===== src/rtl/alarm_ring_ctrl.sv =====
// Alarm register, match FSM and buzzer tone generator for the digital clock.
// Optional hourly chime is compiled in with `define HOURLY_CHIME_EN.
module alarm_ring_ctrl #(
    parameter int TONE_DIV  = 50000,
    parameter int RING_SECS = 60
) (
    input  logic       CLK_50,
    input  logic       nCR,
    input  logic       tick_1hz,
    input  logic [7:0] hour_bcd,
    input  logic [7:0] min_bcd,
    input  logic [7:0] sec_bcd,
    input  logic       mode,
    input  logic       sethkey,
    input  logic       setmkey,
    input  logic       CtrRing,
    output logic [7:0] alarm_hour,
    output logic [7:0] alarm_min,
    output logic       ringing,
    output logic       alarmout
);

    localparam int DW = $clog2(TONE_DIV);
    localparam logic [DW-1:0] LO_LAST = DW'(TONE_DIV - 1);
    localparam logic [7:0] RING_LAST = 8'(RING_SECS - 1);

    typedef enum logic {
        IDLE,
        RING
    } state_t;

    state_t state_q, state_d;
    logic [7:0] ahour_q, ahour_d;
    logic [7:0] amin_q, amin_d;
    logic [7:0] ring_cnt_q, ring_cnt_d;
    logic [DW-1:0] div_q, div_d, div_last;
    logic tone_q, tone_d;
    logic alarmout_q, alarmout_d;
    logic key_any, match, ring_d, tone_en;

`ifdef HOURLY_CHIME_EN
    localparam logic [DW-1:0] HI_LAST = DW'(TONE_DIV / 2 - 1);
    logic chime_lo, chime_hi;
`endif

    function automatic logic [7:0] hour_inc(input logic [7:0] h);
        if (h == 8'h23)
            return 8'h00;
        else if (h[3:0] == 4'h9)
            return {h[7:4] + 4'h1, 4'h0};
        else
            return {h[7:4], h[3:0] + 4'h1};
    endfunction

    function automatic logic [7:0] min_inc(input logic [7:0] m);
        if (m == 8'h59)
            return 8'h00;
        else if (m[3:0] == 4'h9)
            return {m[7:4] + 4'h1, 4'h0};
        else
            return {m[7:4], m[3:0] + 4'h1};
    endfunction

    assign key_any = sethkey | setmkey;

    always_comb begin
        ahour_d = ahour_q;
        amin_d  = amin_q;
        if (mode) begin
            if (sethkey)
                ahour_d = hour_inc(ahour_q);
            if (setmkey)
                amin_d = min_inc(amin_q);
        end
    end

    // Compare against the stored alarm, not the value being edited this cycle
    assign match = tick_1hz & CtrRing
                 & (hour_bcd == ahour_q)
                 & (min_bcd == amin_q)
                 & (sec_bcd == 8'h00);

    always_comb begin
        state_d    = state_q;
        ring_cnt_d = ring_cnt_q;
        unique case (state_q)
            IDLE: begin
                if (match && !key_any) begin
                    state_d    = RING;
                    ring_cnt_d = 8'h00;
                end
            end
            RING: begin
                if (key_any || !CtrRing ||
                    (tick_1hz && ring_cnt_q == RING_LAST)) begin
                    state_d    = IDLE;
                    ring_cnt_d = 8'h00;
                end else if (tick_1hz) begin
                    ring_cnt_d = ring_cnt_q + 8'h01;
                end
            end
            default: begin
                state_d    = IDLE;
                ring_cnt_d = 8'h00;
            end
        endcase
    end

    assign ring_d = (state_d == RING);

`ifdef HOURLY_CHIME_EN
    // Chime only in IDLE, so a ringing alarm always wins
    always_comb begin
        chime_lo = 1'b0;
        chime_hi = 1'b0;
        if (!ring_d && min_bcd == 8'h59) begin
            chime_lo = (sec_bcd == 8'h51) || (sec_bcd == 8'h53) ||
                       (sec_bcd == 8'h55) || (sec_bcd == 8'h57);
            chime_hi = (sec_bcd == 8'h59);
        end
    end
    assign tone_en  = ring_d | chime_lo | chime_hi;
    assign div_last = chime_hi ? HI_LAST : LO_LAST;
`else
    assign tone_en  = ring_d;
    assign div_last = LO_LAST;
`endif

    always_comb begin
        div_d  = '0;
        tone_d = 1'b0;
        if (tone_en) begin
            if (div_q >= div_last) begin
                div_d  = '0;
                tone_d = ~tone_q;
            end else begin
                div_d  = div_q + 1'b1;
                tone_d = tone_q;
            end
        end
    end

    always_comb begin
        alarmout_d = tone_d & ring_d & ~ring_cnt_d[0];
`ifdef HOURLY_CHIME_EN
        alarmout_d = alarmout_d | (tone_d & (chime_lo | chime_hi));
`endif
    end

    always_ff @(posedge CLK_50 or negedge nCR) begin
        if (!nCR) begin
            state_q    <= IDLE;
            ahour_q    <= 8'h00;
            amin_q     <= 8'h00;
            ring_cnt_q <= 8'h00;
            div_q      <= '0;
            tone_q     <= 1'b0;
            alarmout_q <= 1'b0;
        end else begin
            state_q    <= state_d;
            ahour_q    <= ahour_d;
            amin_q     <= amin_d;
            ring_cnt_q <= ring_cnt_d;
            div_q      <= div_d;
            tone_q     <= tone_d;
            alarmout_q <= alarmout_d;
        end
    end

    assign alarm_hour = ahour_q;
    assign alarm_min  = amin_q;
    assign ringing    = (state_q == RING);
    assign alarmout   = alarmout_q;

endmodule


===== config.mk =====
export PLATFORM = sky130hd
export DESIGN_NAME = alarm_ring_ctrl
export DESIGN_NICKNAME = d
export VERILOG_FILES = /design/src/rtl/alarm_ring_ctrl.sv
export SDC_FILE = /design/constraint.sdc
export NUM_CORES = 1
export LEC_CHECK = 0
export ABC_AREA = 0
export CORE_ASPECT_RATIO = 1.75
export CORE_UTILIZATION = 45
export DETAILED_ROUTE_END_ITERATION = 6
export PLACE_DENSITY = 0.74
export SYNTH_ARGS = -nofsm -noshare
export SYNTH_HDL_FRONTEND = slang
export SYNTH_SLANG_ARGS = --single-unit

===== constraint.sdc =====
create_clock -name CLK_50 -period 2.2 [get_ports CLK_50]
set_clock_uncertainty 0.2 [all_clocks]
set_input_delay 0.44 -clock CLK_50 [delete_from_list [all_inputs] [get_ports CLK_50]]
set_output_delay 0.44 -clock CLK_50 [all_outputs]
set_load 0.01 [all_outputs]

==> reports/metrics.cfg, run 1 <==
[logic_synthesis]
ys_seq_area_share_pct=42.5
syn-num-nets=307
yosys_warnings=0
synth_top_area_share_pct=42.5
synth_cells=266
ys_top_cells_by_area=dfrtp_1 (43%), xnor2_1 (6.2%), ha_1 (4.9%), nor2_1 (4.3%), xor2_1 (4.2%)
avgSynthCellArea_um2=9.51
synth_cell_type_count=46
yosysTopAreaCell=dfrtp_1
syn_area_um2=2530
ys.flop_type=dfrtp_1
ys_async_sr_fraction_pct=100
synth_edf_count=0
synth-seq-cells=43
synth_most_common_cell=dfrtp_1
ys_top_cells_by_count=dfrtp_1 (43), nor2_1 (29), nand2_1 (26)

[floorplan]
num_rows=35
start_util_pct=47.4
die_w_um=58.7
core_um2=5340
dieArea_um2=5940
boundaryPins=49
dieHeight_um=101

[route]
drt_drc_violations_left=0
vias=2361
firstDrtPassIters=4
final_antenna_net_count=0
wl_um=6610
drt-initial-drc-count=67
post_drt_via_cell_ratio=5.43
wl_per_cell_um=15.2

[hold_path]
hp-class=reg -> reg

[clocking]
htreeDepth=2
cts_tree=yes
clock-sinks=43
cts_root_buf=clkbuf_8
insertion_delay_ns=0.30
cts_max_path_buffers=2
cts.clk_slew.worst_paths_ns=0.09
cts_buffers=5

[cells_and_area]
drive_gt1_share_pct=21.6
synthToLayoutAreaGrowth_pct=46.3
final_cells=435
n_antenna_cell=0
fillCellCount=406
nets=401

[setup_path]
cp-end-kind=register
cp_slowest_cell=dfrtp_1
path_common_cell=or3_4
cp_cell_sequence=xnor2_2 > nand4_1 > or3_4 > buf_4 > or3_4 > a21oi_2
cp.arrival_ns=2.17
crit_path_max_incr_delay_ns=0.43
startpoint_type=register
required_ns=2.24
cp_max_fo=3
crit_type=reg -> reg

[global_route]
grtUsageTotal_pct=23.2
grt_overflow=0
grt_pass1_vias=2349
antenna_found_initial=0
grt_start_max_net_pins=24
grt_pass1_wl_um=10500

[timing]
hold_viol_final=0
fin_crit_ns=2.13
drv_slew=0
setup_violations=0
fmax_mhz=470
slew_headroom_pct=64.1
period_share_pct=96.7
tightest_slew_ns=0.534

[power]
p_seq_share_pct=37.3
power_leakage_nw=1.71
internal_power_mw=1.76
ir_drop_mv=0.646
p_sw_share_pct=34.1
power_density_nw_per_um2=721
p_total_mw=2.67
p_clk_share_pct=19.2
p_sw_mw=0.911
p_comb_share_pct=43.5

[flow_run]
maxCapViolations=0

[placed_design]
dp_hpwl_um=4720
port_buffers=48
place_congestion=0.865
dp_cells=420

[outcome]
status=finished clean

## repair_timing
| item | 4_1_cts | 5_1_grt |
|---|---|---|
| gates resized for setup | 13 | 32 |
| endpoints found under the setup margin | 26 | 27 |
| gates cloned | 0 | 0 |
| pin swaps | 5 | 15 |
| hold endpoints to repair | 21 | 0 |
| hold buffers | 1 | 0 |
| setup buffers | 3 | 3 |
## cell families (layout without fill, tap and decap cells)
group                    count (synthesis)  after routing  synth area share [%]
AO/OA/AOI/OAI                           46             46                  12.7
XOR/XNOR                                33             33                  12.3
adder cells (fa/ha/maj)                 10             10                  4.95
buffers and inverters                   17            112                  3.51
flip-flops                              43             43                  42.5
multiplexers                             1              1                 0.396
AND/OR/NAND/NOR                        116            116                  23.6
## worst paths after layout
path | startpoint | end | slack (ns) | cells past startpoint
max | alarm_hour[7] | alarmout | 0.07 | 6
min | div_q[0] | div_q[0] | 0.26 | 1
max reg2reg | alarm_hour[7] | alarmout | 0.07 | 6
min reg2reg | div_q[0] | div_q[0] | 0.26 | 1
max in group asynchronous | nCR | alarm_min[5] | 0.80 | 3
min in group asynchronous | nCR | alarm_hour[4] | 0.43 | 2
## power by group through the flow
stage,registers (mW),clock network [mW],logic [mW]
after floorplan,1.10,0,0.472
final,0.995,0.512,1.16
after detailed placement,1.00,0,1.11
after global routing,1.00,0.549,1.27
after CTS,0.991,0.519,1.14
after global placement,1.00,0,1.09
## sequential cells by signal, indices dropped and copies added (netlist names)
name        cells
ringing         1
tone_q          1
alarm_min       8
ring_cnt_q      8
div_q          16
alarm_hour      8
alarmout        1
## layer usage
| layer | track usage (%) | vias to the layer above | wire length [um] |
|---|---|---|---|
| met2 | 44.4 | 71 | 3670 |
| met3 | 3.32 | 25 | 223 |
| met1 | 25.1 | 1127 | 2490 |
| met4 | 8.79 | 0 | 226 |
| met5 | 0 | - | 0 |
| li1 | - | 1138 | - |
## final cells by class
type                    count  area, um2  area share [%]
clock buffers               6       72.6            1.96
inverters                  10       37.5            1.01
flip-flops and latches     43       1080            29.1
well taps                  74       92.6            2.50
clock inverters             2       12.5           0.338
multi-input cells         206       1530            41.3
repair buffers             94        883            23.9
## placed cells by master (no fill, tap or decap), drive strengths merged, types with 2 or more instances in the layout
cell	n
a21o	6
a21oi	7
a311o	2
a31o	3
a32o	2
and3	4
buf	46
clkbuf	6
clkdlybuf4s50	28
dfrtp	43
dlymetal6s2s	19
ha	10
inv	10
nand2	26
nand3	12
nand3b	2
nand4	10
nand4bb	2
nor2	29
nor3	12
nor3b	2
nor4	4
o21ai	11
o31ai	9
or2	4
or3	3
xnor2	21
xor2	12
## per-stage QoR
step	worst slack [ns]	area, um2	setup TNS, ns	util [%]	hold WS [ns]
floorplan	0.0711	2530	0	-	-0.0556
global placement	-0.520	3340	-12.25	62.5	0.235
CTS	0.000103	3540	0	66.2	0.266
global route	-0.0217	3700	-0.0217	69.3	0.292
detailed placement	-0.552	3340	-12.62	62.5	0.247
finish	0.0722	3700	0	69.3	0.260
## worst max-delay path: cells and delay by family, from the launching register on
kind | cells | cell delay (ns)
and+or+nand+nor | 3 | 0.97
DFF | 1 | 0.43
AOI/OAI and AO/OA | 1 | 0.14
buffers and inverters | 1 | 0.14
xor gates and xnor gates | 1 | 0.18
No activity file was read; power rests on OpenSTA's default activity.
==> inputs of run 2 (changes only) <==
Settings changed: CTS_CLUSTER_SIZE set to 10.
==> results of run 2 <==
Same layout as run 1: the final DEF is identical, and so are final timing and power.
==> inputs of run 3 (changes only) <==
Settings changed: HOLD_SLACK_MARGIN set to 0.1.
==> results of run 3 <==
Same layout as run 1: the final DEF is identical, and so are final timing and power.
==> patch 1 (settings of run 3) <==
Change the parameter `TONE_DIV` from 50000 to 100000.
--- a/src/rtl/alarm_ring_ctrl.sv
+++ b/src/rtl/alarm_ring_ctrl.sv
@@ -3,3 +3,3 @@
 module alarm_ring_ctrl #(
-    parameter int TONE_DIV  = 50000,
+    parameter int TONE_DIV  = 100000,
     parameter int RING_SECS = 60
Check against the original RTL: no difference found for any inputs over 10 cycles, from zero or initial values; that may be too few to reach the edited logic, so the function may still have changed.
==> patch 1 against run 3 <==
  * Wire length decreased by 3.3%
  * Area after synthesis increased by 2.0%
  * Sequential cell count increased by 1
  * Setup slack improved by 0.026 ns
  * Die area increased by 2.0%
  * Highest routed layer unchanged
  * Critical path type is now input pin to register
  * Cell area decreased by 3.8%
  * Global-route usage decreased by 0.54 points
  * Largest cell class unchanged
  * Power decreased by 6.0%
==> patch 1: results (changes against run 3) <==
- Nets: 391 (-2.5%)
- Worst Setup EP: div_q[12]$_DFF_PN0_
- Layout cell share with drive strength beyond 1: 17.1% (-4.5 points)
- Placer Congestion: 0.806 (-6.8%)
- Post-CTS Resized: 1 (-12)
- Leakage: 1.48 nW (-13%)
- Placed Instances: 416 (-0.95%)
- Synth Area in XOR/XNOR: 10.9% (-1.5 points)
- Multiplexer area fraction after synthesis: 0% (-0.40 points)
- Reg2Reg Launch Point: div_q[0]$_DFF_PN0_
- M3 GR Usage: 3.16% (-0.16 points)
- First-pass GRT wire length: 10200 um (-2.8%)
- Vias in the first global route: 2308 (-1.7%)
- Pin count of the biggest net entering global routing: 25 (+4.2%)
- Start point of the critical path: min_bcd[5]
- Internal reg-to-reg setup slack: 0.16 ns (+0.09 ns)
- Crit-path max FO: 10 (+7)
- VDD IR max: 0.000555 V (-14%)
- Metal2 WL: 3450 um (-5.9%)
- Met2 usage: 40.0% (-4.4 points)
- GRT met1 Usage: 25.0% (-0.042 points)
- Hold worst-path end: ring_cnt_q[5]$_DFFE_PN0P_
- Syn nets: 317 (+3.3%)
- Initial drt markers: 68 (+1.5%)
- Non-filler cells, final: 426 (-2.1%)
- Number of flip-flops in the largest register: 17 (+1)
- Status: completed
- Power per cell area: 705 mW/mm^2 (-2.3%)
- Synth top area cells: dfrtp_1 (43%), xor2_1 (6.1%), nor3_1 (5.2%)
- Worst EP arrival: 2.12 ns (-0.05 ns)
- WL final: 6390 um (-3.3%)
- CTS Buffer Depth: 2 (unchanged)
- Htree depth: 2 (unchanged)
- Cell family with most CP delay: buffers and inverters
- Worst path slowest cell: clkdlybuf4s50_1
- Post-synthesis cell type count: 43 (-6.5%)
- Fmax: 476 MHz (+1.3%)
- Mapped Cells: 276 (+3.8%)
- Post-DP Area: 0.00332 sq mm (-0.67%)
- DP Worst Slack: -0.398 ns (+0.155 ns)
- Synth Area in Adders: 4.85% (-0.098 points)
- Post-CTS setup buffer count: 0 (-3)
- Max-slew headroom: 57.6% (-6.5 points)
- Via/cell ratio: 5.50 (+1.4%)
- Filler cells: 470 (+16%)
- # diodes: 0 (unchanged)
- Metal3 WL: 183 um (-18%)
- Synth Area in Compound Gates: 13.4% (+0.72 points)
- Top cells by count, synth: dfrtp_1 (44), nand2_1 (29), nor3_1 (27)
- Post-DP HPWL: 4610 um (-2.2%)
- Hold Slack: 0.290 ns (+0.0294 ns)
- Sequential area share after synthesis: 42.7% (+0.12 points)
- Post-Route M1 WL: 2540 um (+2.3%)
- Tot GR Track Use: 22.7% (-0.54 points)
- HP Start: ring_cnt_q[5]$_DFFE_PN0P_
[patch 1: cell types whose count changed in the layout (fill, tap and decap cells not counted), moves of 4 or more]
cell	run 3	this run
a31oi_1	0	8
dlymetal6s2s_1	19	3
xor2_1	12	18
xnor2_2	6	0
nand4_1	10	5
nor2_1	29	14
buf_4	44	24
nor3_1	10	15
nand3_1	11	15
nor3_2	1	10
clkdlybuf4s50_1	28	44
[patch 1: power breakdown]
group | internal (mW) | switching [mW] | leakage (nW)
logic | 0.520 | 0.433 | 0.863
clock network | 0.215 | 0.282 | 0.0400
registers | 0.914 | 0.146 | 0.578
[patch 1: final cells by class]
cell class,instances,share of cell area [%]
multi-input cells,211,42.2
inverters,11,1.16
well taps,76,2.67
clock inverters,2,0.351
flip-flops and latches,44,30.9
clock buffers,5,1.93
repair buffers,77,20.8
==> patch 2 (config.mk and constraints of run 3) <==
Without the edit above. Compare `ring_cnt_q` against `RING_LAST` with >= in place of ==.
--- a/src/rtl/alarm_ring_ctrl.sv
+++ b/src/rtl/alarm_ring_ctrl.sv
@@ -94,3 +94,3 @@
                 if (key_any || !CtrRing ||
-                    (tick_1hz && ring_cnt_q == RING_LAST)) begin
+                    (tick_1hz && ring_cnt_q >= RING_LAST)) begin
                     state_d    = IDLE;
Formal check against the unedited RTL: same outputs for any inputs over 10 cycles, from zero or initial values; that may be too few to reach the edited logic, so the function may still have changed.
==> patch 2 against run 3 <==
  * Critical path depth grew 1
  * Sequential cell count is the same
  * Die area grew 1.5%
  * Power shrank 2.6%
  * Final cell count shrank 5.5%
  * Cell area shrank 8.0%
  * Wire length shrank 8.7%
  * Setup slack gained 0.013 ns
  * Sequential share of layout area grew 2.5 points
  * Area after synthesis grew 1.6%
  * Critical path type is now input pin to register
  * Critical endpoint is now ring_cnt_q[2]$_DFFE_PN0P_
  * Highest routed layer unchanged
==> patch 2: results (changes against run 3) <==
- Crit-path max FO: 2 (-1)
- Final core occ: 61.5% (-7.8 points)
- Crit-path max cell delay: 0.50 ns (+0.07 ns)
- Min Tclk post-route: 2.11 ns (-0.0135 ns)
- Worst Setup EP: ring_cnt_q[2]$_DFFE_PN0P_
- Sequential area share after synthesis: 41.9% (-0.66 points)
- Syn nets: 305 (-0.65%)
- Filler cells: 472 (+16%)
- Initial drt markers: 43 (-36%)
- Placed Instances: 402 (-4.3%)
- Internal reg-to-reg setup slack: 0.15 ns (+0.08 ns)
- Reg2Reg Launch Point: alarm_hour[0]$_DFFE_PN0P_
- Worst slew pin tran: 0.571 ns (+0.0369 ns)
- Nets: 375 (-6.5%)
- Layout cell share with drive strength beyond 1: 14.3% (-7.3 points)
- Start point of the critical path: setmkey
- Post-synthesis cell type count: 52 (+13%)
- VDD IR max: 0.000633 V (-2.1%)
- Post-CTS setup buffer count: 0 (-3)
- Tot GR Track Use: 21.9% (-1.3 points)
- WL final: 6030 um (-8.7%)
- Pin count of the biggest net entering global routing: 37 (+54%)
- Status: completed
- Mapped Cells: 264 (-0.75%)
- Worst EP arrival: 2.15 ns (-0.02 ns)
- Post-CTS Resized: 0 (-13)
- Metal3 WL: 229 um (+2.7%)
- Multiplexer area fraction after synthesis: 0.389% (-0.0062 points)
- Synth Area in XOR/XNOR: 10.2% (-2.1 points)
- Hold Slack: 0.285 ns (+0.0246 ns)
- RR Endpoint: div_q[3]$_DFF_PN0_
- Synth Area in Compound Gates: 12.5% (-0.25 points)
- Post-DP Area: 0.00327 sq mm (-2.1%)
- Multi-input combinational cell area: 0.00141 sq mm (-7.8%)
- First-pass GRT wire length: 9990 um (-4.9%)
patch 2: cell types whose count changed after synthesis, moves of 3 or more:
cell     change
xnor2_2      -3
nor3_1       +6
and2_1       +4
xnor2_1      +6
xor2_1       -6
nor2_1      -17
nor3_2       +8
nand3_1      -3
patch 2: power by group through the flow:
stage	clock, mW	sequential (mW)	combinational, mW
floorplan	0	1.10	0.439
global placement	0	1.09	0.887
detailed placement	0	1.09	0.909
CTS	0.633	1.07	0.921
global route	0.658	1.10	0.994
finish	0.618	1.07	0.910
patch 2: worst reg2reg max path: stages (launching register included):
cell and delay, ns:
dfrtp_1 0.46, xnor2_1 0.24, nand4_1 0.17, nor3_4 0.34
a31oi_4 0.16, buf_12 0.18, nor3_1 0.21
patch 2: per-layer routing:
layer	vias to the layer above	track usage, %
li1	1090	-
met1	1082	24.3
met2	58	41.0
met3	9	3.67
met4	0	7.51
met5	-	0
